$ cat config.mk
export PLATFORM = sky130hd
export DESIGN_NAME = alu_stage
export DESIGN_NICKNAME = d
export VERILOG_FILES = /design/src/rtl/alu_stage_pkg.sv /design/src/rtl/alu_stage_bitwise.sv /design/src/rtl/alu_stage.sv
export SDC_FILE = /design/constraint.sdc
export NUM_CORES = 1
export LEC_CHECK = 0
export CAP_MARGIN = 20
export CORE_AREA = 2 2 169 138
export CTS_CLUSTER_SIZE = 16
export DETAILED_ROUTE_END_ITERATION = 12
export DIE_AREA = 0 0 171 140
export PLACE_DENSITY_LB_ADDON = 0.05
export SLEW_MARGIN = 10
export SYNTH_ARGS = -nofsm -noshare
export SYNTH_HDL_FRONTEND = slang
export SYNTH_SLANG_ARGS = --single-unit
$ cat constraint.sdc
create_clock -name i_clk -period 12.7 [get_ports i_clk]
set_clock_uncertainty 0.05 [all_clocks]
set_input_delay 2.54 -clock i_clk [delete_from_list [all_inputs] [get_ports i_clk]]
set_output_delay 2.54 -clock i_clk [all_outputs]
set_load 0.05 [all_outputs]
$ cat src/rtl/alu_stage_pkg.sv
// Shared core package: ALU operation encodings and datapath widths.
package alu_stage_pkg;

  localparam int unsigned XLEN    = 32;
  localparam int unsigned SHAMT_W = 5;

  // Encodings 10..15 are unassigned and yield a zero result.
  typedef enum logic [3:0] {
    ALU_ADD  = 4'd0,
    ALU_SUB  = 4'd1,
    ALU_XOR  = 4'd2,
    ALU_OR   = 4'd3,
    ALU_AND  = 4'd4,
    ALU_SLL  = 4'd5,
    ALU_SRL  = 4'd6,
    ALU_SRA  = 4'd7,
    ALU_SLT  = 4'd8,
    ALU_SLTU = 4'd9
  } alu_op_t;

endpackage

$ cat src/rtl/alu_stage_bitwise.sv
// Logic/shift unit: bitwise ops and shifts on a 32-bit operand pair.
// Ports:
//   op1_i, op2_i : source operands (only op2_i[4:0] is used as shift amount)
//   arith_i      : sign-fill select for the right shift
//   xor_o/or_o/and_o : bitwise results
//   sll_o        : logical left shift
//   sr_o         : 33-bit right shift; bits [31:0] are the SRL/SRA result
module alu_stage_bitwise
  import alu_stage_pkg::*;
(
  input  logic [XLEN-1:0] op1_i,
  input  logic [XLEN-1:0] op2_i,
  input  logic            arith_i,
  output logic [XLEN-1:0] xor_o,
  output logic [XLEN-1:0] or_o,
  output logic [XLEN-1:0] and_o,
  output logic [XLEN-1:0] sll_o,
  output logic [XLEN:0]   sr_o
);

  logic [SHAMT_W-1:0] shamt;

  assign shamt = op2_i[SHAMT_W-1:0];

  assign xor_o = op1_i ^ op2_i;
  assign or_o  = op1_i | op2_i;
  assign and_o = op1_i & op2_i;
  assign sll_o = op1_i << shamt;

  // One signed shifter serves both SRL and SRA: the extra top bit is the fill value.
  assign sr_o = (XLEN+1)'($signed({arith_i & op1_i[XLEN-1], op1_i}) >>> shamt);

endmodule

$ cat src/rtl/alu_stage.sv
// Single-entry ALU pipeline stage with valid/ready handshake and 1-cycle latency.
// Ports:
//   i_clk, i_reset    : clock, synchronous active-high reset
//   i_flush           : drop the held result and the operation offered this cycle
//   i_valid / o_ready : upstream handshake (o_ready is combinational)
//   i_op, i_op1, i_op2, i_rd : operation, operands, destination tag
//   o_valid / i_ready : downstream handshake
//   o_result, o_rd    : registered result and tag
module alu_stage
  import alu_stage_pkg::*;
#(
  parameter int unsigned RD_W = 5
) (
  input  logic            i_clk,
  input  logic            i_reset,
  input  logic            i_flush,
  input  logic            i_valid,
  output logic            o_ready,
  input  alu_op_t         i_op,
  input  logic [XLEN-1:0] i_op1,
  input  logic [XLEN-1:0] i_op2,
  input  logic [RD_W-1:0] i_rd,
  output logic            o_valid,
  input  logic            i_ready,
  output logic [XLEN-1:0] o_result,
  output logic [RD_W-1:0] o_rd
);

  logic [XLEN-1:0] xor_w, or_w, and_w, sll_w;
  logic [XLEN:0]   sr_w;
  logic            unused_sr_msb;

  logic [XLEN-1:0] add_w;
  logic [XLEN:0]   sub_w;
  logic            lt_u, lt_s;
  logic [XLEN-1:0] alu_res;
  logic            accept;

  logic            valid_q,  valid_d;
  logic [XLEN-1:0] result_q, result_d;
  logic [RD_W-1:0] rd_q,     rd_d;

  alu_stage_bitwise u_bitwise (
    .op1_i   (i_op1),
    .op2_i   (i_op2),
    .arith_i (i_op == ALU_SRA),
    .xor_o   (xor_w),
    .or_o    (or_w),
    .and_o   (and_w),
    .sll_o   (sll_w),
    .sr_o    (sr_w)
  );

  assign unused_sr_msb = sr_w[XLEN];

  // Shared 33-bit subtract: low 32 bits give SUB, carry-out gives unsigned compare.
  assign add_w = i_op1 + i_op2;
  assign sub_w = {1'b0, i_op1} + {1'b0, ~i_op2} + (XLEN+1)'(1);
  assign lt_u  = ~sub_w[XLEN];
  // Differing signs decide signed order directly; equal signs cannot overflow.
  assign lt_s  = (i_op1[XLEN-1] ^ i_op2[XLEN-1]) ? i_op1[XLEN-1] : sub_w[XLEN-1];

  // Result mux.
  always_comb begin
    alu_res = '0;
    case (i_op)
      ALU_ADD:  alu_res = add_w;
      ALU_SUB:  alu_res = sub_w[XLEN-1:0];
      ALU_XOR:  alu_res = xor_w;
      ALU_OR:   alu_res = or_w;
      ALU_AND:  alu_res = and_w;
      ALU_SLL:  alu_res = sll_w;
      ALU_SRL:  alu_res = sr_w[XLEN-1:0];
      ALU_SRA:  alu_res = sr_w[XLEN-1:0];
      ALU_SLT:  alu_res = XLEN'(lt_s);
      ALU_SLTU: alu_res = XLEN'(lt_u);
      default:  alu_res = '0;
    endcase
  end

  assign o_ready = !valid_q || i_ready;
  assign accept  = i_valid && o_ready && !i_flush;

  // Next-state: flush beats accept; a drain with no accept empties the stage.
  always_comb begin
    valid_d  = valid_q;
    result_d = result_q;
    rd_d     = rd_q;
    if (i_flush) begin
      valid_d = 1'b0;
    end else if (accept) begin
      valid_d  = 1'b1;
      result_d = alu_res;
      rd_d     = i_rd;
    end else if (valid_q && i_ready) begin
      valid_d = 1'b0;
    end
  end

  always_ff @(posedge i_clk) begin
    if (i_reset) begin
      valid_q  <= 1'b0;
      result_q <= '0;
      rd_q     <= '0;
    end else begin
      valid_q  <= valid_d;
      result_q <= result_d;
      rd_q     <= rd_d;
    end
  end

  assign o_valid  = valid_q;
  assign o_result = result_q;
  assign o_rd     = rd_q;

endmodule

# == Word-level counts from Yosys, hierarchy flattened ==
# Index checks and enable logic that the tools add are counted.
# W data, S select, Z words.
# classes
n_addsub,3
mul,0
div,0
order_cmp,0
n_eq_ne,9
shift,2
muxes,4
bitwise_logic,8
n_reduce_logical,11
# ops
op,count
$pmux W32 S9,1
$add A32 B32 Y33,1
$add A33 B1 Y33 const B,1
$sshr A33 B5 Y32,1
$add A32 B32 Y32,1
$and A32 B32 Y32,1
$not A32 Y32,1
$or A32 B32 Y32,1
$shl A32 B5 Y32,1
$xor A32 B32 Y32,1
$eq A4 B3 Y1 const B,4
$eq A4 B2 Y1 const B,2
$eq A4 B4 Y1 const B,2
$eq A4 B1 Y1 const B,1
$logic_not A4 Y1,1
$reduce_or A2 Y1,2
$logic_and A1 B1 Y1,3
$mux W1,3
$logic_not A1 Y1,2
$not A1 Y1,2
$reduce_and A2 Y1,1
$reduce_bool A2 Y1,1
$and A1 B1 Y1,1
$logic_or A1 B1 Y1,1
$xor A1 B1 Y1,1
# totals
regBits,38
latch_bits,0
ram_bits,0
rom_bits,0
inputBits,78
word_cells,40
n_memories,0

# == Longest topological paths before layout ==
# depth
ltp_word,5
ltp_mapped,23
mapped_depth_nobuf,19

# == By module ==
# Synthesis repeated with hierarchy kept, for this count alone.
# unflattened
cells_unflattened,1599
area_unflattened_um2,11339.6
# by_module_without_submodules
mod,n_inst,cells_per_inst,area_each_um2
alu_stage,1,897,6144.6
alu_stage_bitwise,1,702,5195.0

# == Worst setup path before layout ==
# OpenSTA, ideal clock, no wires.
# synth_path
path_kind,input -> register
startpoint,input i_op2[2]
endpoint,"register result_q[31], in the netlist o_result[31]"
setup_ns,0.133
arrival_time_ns,6.411
t_required_ns,12.517
path_slack_ns,6.107
path_stages,23
n_path_buf,4
path_cell_list,clkbuf_1 -> inv_2 -> buf_2 -> buf_1 -> ha_1 -> buf_2 -> nor3_1 -> o31ai_1 -> a21o_1 -> a21oi_2 -> o21ai_2 -> o221ai_1 -> a21oi_1 -> o21bai_1 -> a21oi_1 -> fa_1 -> o221ai_1 -> a21oi_1 -> nand2_1 -> a21oi_1 -> o21ai_0 -> a222oi_1 -> o31ai_1
# synth_via
elab_chain_len,4
word_cells_on_any_way,7
# synth_rtl
item,line,rtl
from (decl),alu_stage.sv:21,"input logic [XLEN-1:0] i_op2,"
$not A32 Y32,alu_stage.sv:58,"assign sub_w = {1'b0, i_op1} + {1'b0, ~i_op2} + (XLEN+1)'(1);"
$add A32 B32 Y33,alu_stage.sv:58,
$add A33 B1 Y33,alu_stage.sv:58,
$pmux W32 S9 (*),alu_stage.sv:66,case (i_op)
to (signal assigned),alu_stage.sv:107,result_q <= result_d;
to (decl),alu_stage.sv:40,"logic [XLEN-1:0] result_q, result_d;"
# Mark *: on every way between the ends. The rest lies on a longest branch, timed or not.
# A chain may end at the register's enable or synchronous reset.

# == Worst setup path in the final report ==
# layout_path
startpoint,input i_op2[4]
endpoint,"register result_q[31], in the netlist o_result[31]"
# The elaborated chain is that of the path after synthesis.

==> impl_metrics.env <==
export IMPL_dpl_cell_count=1710
export IMPL_synthTopCellsByCount="157 x nor2_1, 136 x a21oi_1, 106 x nand2_1"
export IMPL_fmax_mhz=132
export IMPL_pin_count=117
export IMPL_place_detailed_hpwl_um=35900
export IMPL_clockBufferDepth=2
export IMPL_critPathBufInv=3
export IMPL_grt_first_pass_wirelength_um=68600
export IMPL_gp_congestion=1.05
export IMPL_routed_via_density=6.71
export IMPL_slew_violations=0
export IMPL_worstSetupStartpointType="input pin"
export IMPL_die_w_um=171
export IMPL_drt_wl_total_um=46300
export IMPL_yosysWarnings=0
export IMPL_total_power_uw=770
export IMPL_fin_crit_sh=0.597
export IMPL_critPathKind="in2reg"
export IMPL_first_pass_iters=5
export IMPL_cts_sinks=38
export IMPL_cpMostUsedCell="a21oi_1"
export IMPL_cts_resized=0
export IMPL_power_density_nw_per_um2=68.0
export IMPL_rows=49
export IMPL_grt_use_total=0.382
export IMPL_power_leakage_nw=4.56
export IMPL_dieArea_um2=23900
export IMPL_setup_viol=0
export IMPL_cp_slowest_stage_delay_ns=0.64
export IMPL_worst_slew_pin_slew_ns=1.04
export IMPL_fin_setup_tns_ns=0
export IMPL_synth_seq_cells=38
export IMPL_synth_fp_nets=1545
export IMPL_grt_pass1_vias=10600
export IMPL_drtIter0Drc=1620
export IMPL_wl_per_cell_um=27.0
export IMPL_yosys_area_top_type_share=0.123
export IMPL_synthDistinctLibCells=86
export IMPL_cts_tree="yes"
export IMPL_n_antenna_cell=0
export IMPL_relSlewSlack=0.304
export IMPL_ant_nets=0
export IMPL_yosysTopAreaCell="ha_1"
export IMPL_clock_root_buffer="clkbuf_16"
export IMPL_nets=1589
export IMPL_route_detailed_drc=0
export IMPL_clk_insertion_delay_late_ns=0.30
export IMPL_layout_drive_gt1_share=0.0857
export IMPL_period_minus_slack_ns=7.58
export IMPL_synth_async_reset_ratio=0
export IMPL_crit_path_end_kind="flop"
export IMPL_final_cell_count_no_fill=1718
export IMPL_syn_area_per_cell_um2=7.24
export IMPL_cpMaxStageDelayCell="ha_1"
export IMPL_dieHeight_um=140
export IMPL_core_area_um2=22200
export IMPL_cts_setup_buffers=0
export IMPL_hold_buffers=0
export IMPL_yosysMostFrequentCell="nor2_1"
export IMPL_cp_top_family="compound AO/OA/AOI/OAI gates"
export IMPL_vdd_drop_max_mv=0.0470
export IMPL_synth_seq_area_share=0.0768
export IMPL_synthTopCellsByArea="ha_1 12%, mux4_2 11%, dfxtp_1 7.7%, a21oi_1 6.9%, nor2_1 6.0%"
export IMPL_synth_edff_count=0
export IMPL_finalHoldViolCount=0
export IMPL_synth_main_ff_cell="dfxtp_1"
export IMPL_area_growth_pct=14.3
export IMPL_path_max_fanout=39
export IMPL_required_ns=12.83
export IMPL_status="completed"
export IMPL_worstHoldPathType="reg2reg"
export IMPL_cts_made_buffers=5
export IMPL_antenna_found_initial=0
export IMPL_maxCapViolCount=0
export IMPL_grt_max_degree=70
export IMPL_clkTransAtPathRegs_ns=0.07
export IMPL_initial_utilization=0.446
export IMPL_vias=11500
export IMPL_port_buffers=116
export IMPL_critPathArrivalTime_ns=7.71
export IMPL_synthCells=1367
export IMPL_gr_total_overflow=0
export IMPL_rsz0062_at_grt="false"
export IMPL_htreeDepth=2
export IMPL_crit_chain="clkdlybuf4s50_1, buf_4, clkinv_1, ha_1, nor3_1, o31ai_1, a21o_1, a21oi_2, o21ai_2, o221ai_1, a21oi_1, o21bai_1, a21oi_1, fa_1, o221ai_1, a21oi_1, nand2_1, a21oi_1, o21ai_0, a222oi_1, o31ai_1"
export IMPL_netlist_area_um2=9900
-- per-layer routing --
| layer | wire (um) | GRT usage | vias up |
|---|---|---|---|
| met5 | 0 | 0 | - |
| met4 | 2110 | 0.152 | 0 |
| met3 | 5150 | 0.0904 | 122 |
| met2 | 19500 | 0.558 | 785 |
| met1 | 19500 | 0.541 | 5448 |
| li1 | - | - | 5172 |
-- through the flow --
step                      utilization  instance area, um^2  setup slack, ns  hold slack, ns
after floorplan                     -                 9900             6.11           0.614
after global placement          0.501                11100             5.14           0.391
after detailed placement        0.501                11100             4.93           0.397
after CTS                       0.510                11300             5.26           0.407
after global routing            0.510                11300             4.72           0.427
final                           0.510                11300             5.12           0.406
-- where the power goes --
part,switching [mW],internal [mW]
Sequential,0.00236,0.123
Clock,0.0637,0.113
Combinational,0.301,0.167
-- worst min-delay path, stage by stage, from the launching register on --
cell and delay [ns]:
dfxtp_1 0.31, nand2_1 0.05, o21ai_1 0.05
-- final timing paths --
path                                    from      endpoint  slack [ns]  cells past startpoint
worst max-delay path                i_op2[4]  o_result[31]        5.12                     21
worst max register to register       o_valid  o_result[25]       10.04                      9
worst min register to register  o_result[22]  o_result[22]        0.41                      2
worst min-delay path            o_result[22]  o_result[22]        0.41                      2
-- logic make-up (layout without fill, tap and decap cells) --
kind of cell,Yosys count,after routing,synth area share
xor+xnor,19,19,0.0168
compound gates,489,489,0.325
mux,110,110,0.176
fa+ha+maj,100,100,0.129
flops,38,38,0.0768
buf+inv,198,243,0.0855
simple gates,413,413,0.192
-- registers in the layout (all words and copies together) (netlist names) --
name      count
o_result     32
o_rd          5
o_valid       1
-- layout by cell type, fill, tap and decap left out, drive strengths merged, types with 5 or more instances in the layout --
cell	synthesis	final
nand2	106	106
o31a	5	5
a31oi	15	15
o21a	5	5
nor2	157	157
a221oi	13	13
a2111oi	5	5
xnor2	16	16
mux4	50	50
nor2b	15	15
clkbuf	47	5
o22ai	7	7
a21oi	140	140
a21o	14	14
o2111ai	6	6
a221o	10	10
a22oi	21	21
clkdlybuf4s50	0	112
mux2i	51	51
o21ai	117	117
or3	13	13
o211ai	19	19
nor4	12	12
o31ai	13	13
ha	97	97
nand2b	10	10
mux2	9	9
nand3	24	24
nand3b	5	5
a22o	5	5
nor3	41	41
dfxtp	38	38
o21bai	13	13
buf	54	26
a211o	11	11
inv	94	94
o221ai	13	13
a211oi	25	25
o311ai	5	5
and2	9	9
-- area by class of cell --
type / count / area (um^2)
clock buffer: 5 / 125
clock inverter: 3 / 68.8
fill: 2297 / 10900
inverter: 97 / 364
multi-input combinational: 1131 / 8310
sequential: 38 / 761
tap: 306 / 383
timing repair buffer: 138 / 1310
Power figures use the tool's default switching activity.
